===== config.mk =====
export PLATFORM = sky130hd
export DESIGN_NAME = motor_drive_sequencer
export DESIGN_NICKNAME = d
export VERILOG_FILES = /design/src/rtl/motor_pkg.sv /design/src/rtl/sync_2ff.sv /design/src/rtl/motor_drive_sequencer.sv
export SDC_FILE = /design/constraint.sdc
export NUM_CORES = 1
export LEC_CHECK = 0
export CAP_MARGIN = 20
export CELL_PAD_IN_SITES_DETAIL_PLACEMENT = 0
export CELL_PAD_IN_SITES_GLOBAL_PLACEMENT = 2
export CORE_ASPECT_RATIO = 2
export CORE_UTILIZATION = 32
export DETAILED_ROUTE_END_ITERATION = 7
export PLACE_DENSITY = 0.74
export SLEW_MARGIN = 10
export SYNTH_ARGS = -nofsm -noshare
export SYNTH_HDL_FRONTEND = slang
export SYNTH_SLANG_ARGS = --single-unit

===== constraint.sdc =====
create_clock -name clk_i -period 2 [get_ports clk_i]
set_input_delay 0.2 -clock clk_i [delete_from_list [all_inputs] [get_ports clk_i]]
set_output_delay 0.2 -clock clk_i [all_outputs]
set_load 0.005 [all_outputs]

===== src/rtl/motor_pkg.sv =====
// motor_pkg: shared state encoding and direction constants for the H-bridge sequencer
package motor_pkg;
    typedef enum logic [2:0] {IDLE, DEAD, FWD, REV, FAULT} drive_state_t;
    localparam logic DIR_FWD = 1'b0;
    localparam logic DIR_REV = 1'b1;
endpackage


===== src/rtl/sync_2ff.sv =====
// sync_2ff: two-flop synchronizer for a single asynchronous level, resets to 1
module sync_2ff (
    input  logic clk_i,
    input  logic n_reset_i,
    input  logic d_i,
    output logic q_o
);
    logic s1_q, s2_q;
    // shift the asynchronous level through two flops to settle metastability
    always_ff @(posedge clk_i or negedge n_reset_i) begin
        if (!n_reset_i) begin
            s1_q <= 1'b1;
            s2_q <= 1'b1;
        end else begin
            s1_q <= d_i;
            s2_q <= s1_q;
        end
    end
    assign q_o = s2_q;
endmodule


===== src/rtl/motor_drive_sequencer.sv =====
// motor_drive_sequencer: gates PWM onto one H-bridge leg with dead time and fault lockout
module motor_drive_sequencer
    import motor_pkg::*;
#(
    parameter int DEAD_CYCLES = 50
) (
    input  logic clk_i,
    input  logic n_reset_i,
    input  logic cmd_valid_i,
    output logic cmd_ready_o,
    input  logic cmd_en_i,
    input  logic cmd_dir_i,
    input  logic pwm_in_i,
    input  logic fault_n_i,
    input  logic clr_fault_i,
    output logic in_a_o,
    output logic in_b_o,
    output logic busy_o,
    output logic fault_latched_o
);
    localparam int CNT_W = $clog2(DEAD_CYCLES + 1);
    localparam logic [CNT_W-1:0] DEAD_LOAD = CNT_W'(DEAD_CYCLES - 1);

    drive_state_t state_q, state_d, tgt_q, tgt_d, req;
    logic [CNT_W-1:0] cnt_q, cnt_d;
    logic in_a_q, in_b_q, fault_s, accept;

    sync_2ff u_fault_sync (
        .clk_i    (clk_i),
        .n_reset_i(n_reset_i),
        .d_i      (fault_n_i),
        .q_o      (fault_s)
    );

    assign cmd_ready_o     = (state_q == IDLE) || (state_q == FWD) || (state_q == REV);
    assign busy_o          = state_q == DEAD;
    assign fault_latched_o = state_q == FAULT;
    assign in_a_o          = in_a_q;
    assign in_b_o          = in_b_q;

    // next state: fault wins, a changed request always detours through DEAD
    always_comb begin
        state_d = state_q;
        cnt_d   = cnt_q;
        tgt_d   = tgt_q;
        accept  = cmd_valid_i & cmd_ready_o;
        req     = cmd_en_i ? ((cmd_dir_i == DIR_REV) ? REV : FWD) : IDLE;
        if (!fault_s) begin
            state_d = FAULT;
            cnt_d   = '0;
            tgt_d   = IDLE;
        end else begin
            case (state_q)
                IDLE, FWD, REV: if (accept && req != state_q) begin
                    state_d = DEAD;
                    cnt_d   = DEAD_LOAD;
                    tgt_d   = req;
                end
                DEAD: if (cnt_q == '0) state_d = tgt_q;
                      else cnt_d = cnt_q - CNT_W'(1);
                FAULT: if (clr_fault_i) begin
                    state_d = DEAD;
                    cnt_d   = DEAD_LOAD;
                    tgt_d   = IDLE;
                end
                default: state_d = IDLE;
            endcase
        end
    end

    // state, counter and leg registers; legs follow the next state so they drop on the same edge
    always_ff @(posedge clk_i or negedge n_reset_i) begin
        if (!n_reset_i) begin
            state_q <= IDLE;
            tgt_q   <= IDLE;
            cnt_q   <= '0;
            in_a_q  <= 1'b0;
            in_b_q  <= 1'b0;
        end else begin
            state_q <= state_d;
            tgt_q   <= tgt_d;
            cnt_q   <= cnt_d;
            in_a_q  <= pwm_in_i & (state_d == FWD);
            in_b_q  <= pwm_in_i & (state_d == REV);
        end
    end
endmodule


# After elaboration in Yosys (flattened, before gate mapping)
# Index checks and enable logic that the tools add are counted.
# classes
add_sub_neg,1
mul,0
n_div,0
magnitude_cmp,0
n_eq_ne,12
n_shift,0
n_mux,16
n_bitwise,3
n_reduce_logical,8
# ops
op,count
$mux 6,4
$mux 3,7
$pmux 6 s3,1
$eq 3x2->1 const B,4
$ne 3x3->1 const B,4
$pmux 3 s3,1
$logic_not 6->1,1
$pmux 3 s2,1
$sub 6x1->6 const B,1
$ne 4x4->1 const B,1
$reduce_and 4->1,1
$and 1x1->1,3
$eq 3x1->1 const B,1
$eq 3x3->1 const B,1
$logic_not 3->1,1
$ne 2x3->1,1
$reduce_and 3->1,1
$reduce_or 3->1,1
$logic_or 1x1->1,2
$mux 2,1
$logic_and 1x1->1,1
$mux 1,1
# totals
reg_bits,16
latchBits,0
mem_bits_rw,0
mem_bits_ro,0
input_bits,8
output_inout_bits,5
word_cells,47
n_memories,0

# Depth between registers and ports, before layout
# logic_depth
word_depth,10
mapped_depth,7
mapped_depth_nobuf,7

# Cells and area by module
# Synthesis repeated with hierarchy kept, for this count alone.
# hier_totals
hier_cells,96
hier_area_um2,885.8
# modules_own_cells
mod,instances,cells_per_inst,area_each_um2,seq_area_each_um2
motor_drive_sequencer,1,94,833.3,325.3
sync_2ff,1,2,52.6,52.6

# Worst setup path after synthesis
# Ideal clock, no wire load.
# synth_path
path_type,register -> register
from,reg cnt_q[0]
to,"reg in_b_q, in the netlist in_b_o"
setup_time_ns,0.119
arrival_time_ns,1.680
required_time_ns,1.881
setup_slack_ns,0.201
path_stages_with_launch,8
n_path_buf,0
period_less_slack_ns,1.799
cell_sequence,dfrtp_1 inv_1 ha_1 or3b_4 or3_4 nor3_2 nor3_1 o21ba_1
# synth_via
elab_chain_cells,6
# synth_rtl
element,line,source
from (decl),motor_drive_sequencer.sv:25,"logic [CNT_W-1:0] cnt_q, cnt_d;"
from (signal assigned),motor_drive_sequencer.sv:82,cnt_q <= cnt_d;
$logic_not 6->1,motor_drive_sequencer.sv:59,DEAD: if (cnt_q == '0) state_d = tgt_q;
$mux 3,motor_drive_sequencer.sv:59,
$pmux 3 s3,motor_drive_sequencer.sv:53,case (state_q)
$mux 3,motor_drive_sequencer.sv:48,if (!fault_s) begin
$eq 3x2->1,motor_drive_sequencer.sv:84,in_b_q <= pwm_in_i & (state_d == REV);
$and 1x1->1,motor_drive_sequencer.sv:84,
to (signal assigned),motor_drive_sequencer.sv:84,
to (decl),motor_drive_sequencer.sv:26,"logic in_a_q, in_b_q, fault_s, accept;"
# No other way between the ends.
# A chain may end at the register's enable or synchronous reset.

# Worst setup path after layout
# layout_path
from,reg cnt_q[0]
to,reg cnt_q[0]
# layout_via
elab_chain_cells,4
elab_cells_between_ends,7
cone_classes,add/sub: 1; eq/ne: 1; mux: 3; reduce/logical: 2
# layout_rtl
element,line,source
$sub 6x1->6,motor_drive_sequencer.sv:60,else cnt_d = cnt_q - CNT_W'(1);
$mux 6,motor_drive_sequencer.sv:59,
$pmux 6 s3,motor_drive_sequencer.sv:53,
$mux 6,motor_drive_sequencer.sv:48,
# Several ways; a longest one is shown, not always the timed one. The select of a mux whose other input is x is not followed.

==> reports/metrics.yaml <==
power_and_ir_drop:
  intPower_w: 0.000560
  clkPwrFrac: 0.311
  power.share.combinational: 0.252
  p_sw_frac: 0.306
  power_w: 0.000807
  ir_drop_v: 0.000408
  power_frac_seq: 0.437
  leakage_nw: 0.513
  power_density_nw_per_um2: 689
  switchingPower_w: 0.000247
route:
  dr_total_vias: 784
  wl_per_cell_um: 16.6
  dr.pass1.iters: 4
  drt_wl_total_um: 2310
  drcViolationCount: 0
  vias_per_cell: 5.64
  drtIter0Drc: 15
  antenna_left: 0
floorplan:
  num_io_pins: 13
  die_h_um: 76.7
  fp-row-count: 26
  die-area_um2: 3020
  start_util: 0.343
  die_x_um: 39.4
  core_region_area_um2: 2600
synth:
  syn_inst: 92
  yosys.area_share.adder: 0.0140
  seq_area_frac_synth: 0.423
  synth_top_family_by_area: "simple AND/OR/NAND/NOR gates"
  synth-xor-area-share: 0.00980
  syn_nets: 101
  yosys_warnings: 0
  synth.distinct_cells: 40
  synth-compound-area-share: 0.221
  synthMuxAreaShare: 0.0448
  synth-simple-area-share: 0.237
  ys_ff_latch: 15
  avgSynthCellArea_um2: 9.71
  syn_area_um2: 893
setup_path:
  endpoint_kind: "register"
  r2r-start: "cnt_q[0]$_DFFE_PN0P_"
  crit_fanout: 7
  reg2reg_setup_slack_ns: 0.05
  cp-start-kind: "register"
  reg2reg_to: "cnt_q[0]$_DFFE_PN0P_"
  crit_type: "register to register"
  cp.arrival_ns: 2.09
  cp.required_ns: 2.14
  rr_worst_depth: 7
cells_and_area:
  layout.nets: 121
  diodes: 0
  num-fill-cells: 258
  synthToLayoutAreaGrowth_pct: 31.1
  layout_common_cells: "dfrtp_1 (12), clkdlybuf4s50_1 (12), nand2_1 (11), buf_4 (7), inv_1 (5)"
  fin_cells: 139
  layout-drive-gt1-share: 0.279
placement:
  placed_cells: 133
  routabilityCongestion: 0.797
  portBuffers: 12
  dpl.hpwl_um: 1640
clocking:
  cts_buffer_depth: 2
  cts_tree: "done"
  postCtsHoldBufs: 0
  htree_levels: 1
  clockRootBuffer: "clkbuf_8"
  clkTransAtPathRegs_ns: 0.06
  clkSinkCount: 15
  clock_latency_ns: 0.25
  cts_buffers: 3
timing:
  finalCriticalPeriod_ns: 1.95
  min_period_over_period: 0.975
  max-slew-margin-rel: 0.514
  max_freq_mhz: 513
  timing_hold_violations_final: 0
  worst_pin_slew_ns: 0.726
  hold-worst-slack_ns: 0.350
  slew_violations: 0
  rsz0062_at_grt: "yes"
  finalClockSkew_ns: 0.00152
  setup_viol: 0
min_path:
  hold_depth: 1
  hold_path_end: "u_fault_sync.s1_q$_DFF_PN1_"
  hold_path_class: "input port to register"
  hp-start: "fault_n_i"
global_route:
  grt_overflow: 0
  grt_pass1_wl_um: 3560
  first_global_vias: 753
  grt_max_degree: 16
  antenna_found_initial: 0
  grt_usage: 0.172
flow_run:
  drv_cap: 0
outcome:
  status: "completed"
cells in the mapped netlist (all sizes together):
| cell type | number | share of area |
|---|---|---|
| a21oi | 3 | 0.017 |
| xnor2 | 1 | 0.0098 |
| o41ai | 2 | 0.028 |
| clkbuf | 1 | 0.0042 |
| or3 | 2 | 0.021 |
| nor3b | 1 | 0.0084 |
| o21ba | 2 | 0.022 |
| or3b | 1 | 0.013 |
| nor3 | 7 | 0.056 |
| nand4 | 2 | 0.014 |
| mux2i | 4 | 0.045 |
| nor2 | 5 | 0.021 |
| o211ai | 1 | 0.0084 |
| a211oi | 1 | 0.022 |
| nand3 | 2 | 0.011 |
| o21ai | 5 | 0.028 |
| buf | 3 | 0.017 |
| a21boi | 1 | 0.013 |
| ha | 1 | 0.014 |
| a21o | 1 | 0.0084 |
| o21a | 1 | 0.0084 |
| and2b | 1 | 0.0098 |
| inv | 7 | 0.029 |
| dfstp | 2 | 0.059 |
| nor2b | 1 | 0.0070 |
| nand4b | 2 | 0.020 |
| o2bb2ai | 1 | 0.0098 |
| nor4b | 1 | 0.0098 |
| a41o | 1 | 0.011 |
| o31ai | 1 | 0.0084 |
| a32o | 1 | 0.011 |
| a31oi | 2 | 0.014 |
| nand2 | 11 | 0.046 |
| o211a | 1 | 0.011 |
| dfrtp | 13 | 0.36 |
critical path: stages (launching register included):
cell and delay (ns):
dfrtp_1 0.40, inv_1 0.07, ha_2 0.18, or3b_4 0.41
o41ai_2 0.28, buf_4 0.19, a211oi_4 0.09, o211a_1 0.22
cells by family (layout without fill, tap and decap cells):
| kind of cell | Yosys count | count (layout) |
|---|---|---|
| simple gates | 36 | 36 |
| buf+inv | 11 | 30 |
| mux | 4 | 4 |
| flops | 15 | 15 |
| xor+xnor | 1 | 1 |
| fa+ha+maj | 1 | 1 |
| compound gates | 24 | 24 |
final cells by class:
| type | count | area [um2] | area share |
|---|---|---|---|
| clock buffer | 3 | 41.3 | 0.0353 |
| multi-input combinational | 66 | 512 | 0.437 |
| inverter | 7 | 26.3 | 0.0224 |
| tap | 28 | 35.0 | 0.0299 |
| clock inverter | 1 | 5.00 | 0.00427 |
| sequential | 15 | 379 | 0.324 |
| timing repair buffer | 19 | 173 | 0.147 |
per-layer routing:
layer / part of all wire / global-route usage / vias up
met3: 0.028 / 0.0260 / 7
met2: 0.55 / 0.282 / 17
met5: 0 / 0 / -
met1: 0.39 / 0.192 / 387
met4: 0.036 / 0.110 / 0
li1: - / - / 373
worst max path at each step:
| stage | startpoint | endpoint | cells after the start |
|---|---|---|---|
| CTS | cnt_q[0]$_DFFE_PN0P_ | cnt_q[0]$_DFFE_PN0P_ | 7 |
| global placement | cnt_q[0]$_DFFE_PN0P_ | cnt_q[0]$_DFFE_PN0P_ | 7 |
| floorplan | cnt_q[0]$_DFFE_PN0P_ | in_b_o$_DFF_PN0_ | 7 |
| global route | cnt_q[0]$_DFFE_PN0P_ | state_q[0]$_DFF_PN0_ | 7 |
| finish | cnt_q[0]$_DFFE_PN0P_ | cnt_q[0]$_DFFE_PN0P_ | 7 |
| detailed placement | cnt_q[0]$_DFFE_PN0P_ | cnt_q[0]$_DFFE_PN0P_ | 7 |
what timing repair did:
| item | in CTS | in global routing |
|---|---|---|
| buffers inserted | 1 | 1 |
| cloned | 0 | 0 |
| gates resized for setup | 2 | 7 |
| pin swaps | 0 | 1 |
| endpoints found under the setup margin | 2 | 9 |
flip-flops by register name, summed over array words and instances, names as in the netlist:
name and cells:
in_a_o 1, u_fault_sync.q_o 1, cnt_q 6, in_b_o 1, u_fault_sync.s1_q 1, tgt_q 2, state_q 3
power groups by stage:
stage | Clock (W) | Sequential, W | Combinational (W)
floorplan | 0 | 0.000343 | 0.000122
global placement | 0 | 0.000356 | 0.000183
detailed placement | 0 | 0.000356 | 0.000183
CTS | 0.000260 | 0.000351 | 0.000186
global route | 0.000267 | 0.000355 | 0.000225
finish | 0.000251 | 0.000353 | 0.000204
through the flow:
step	instance area, um2	utilization	setup TNS (ns)	worst slack [ns]
3_3_place_gp	1070	0.410	0	0.0795
2_1_floorplan	893	-	0	0.201
5_1_grt	1170	0.450	-0.0715	-0.0159
6_report	1170	0.450	0	0.0505
3_5_place_dp	1070	0.410	0	0.0623
4_1_cts	1120	0.432	0	0.0403
Power figures use the tool's default switching activity.
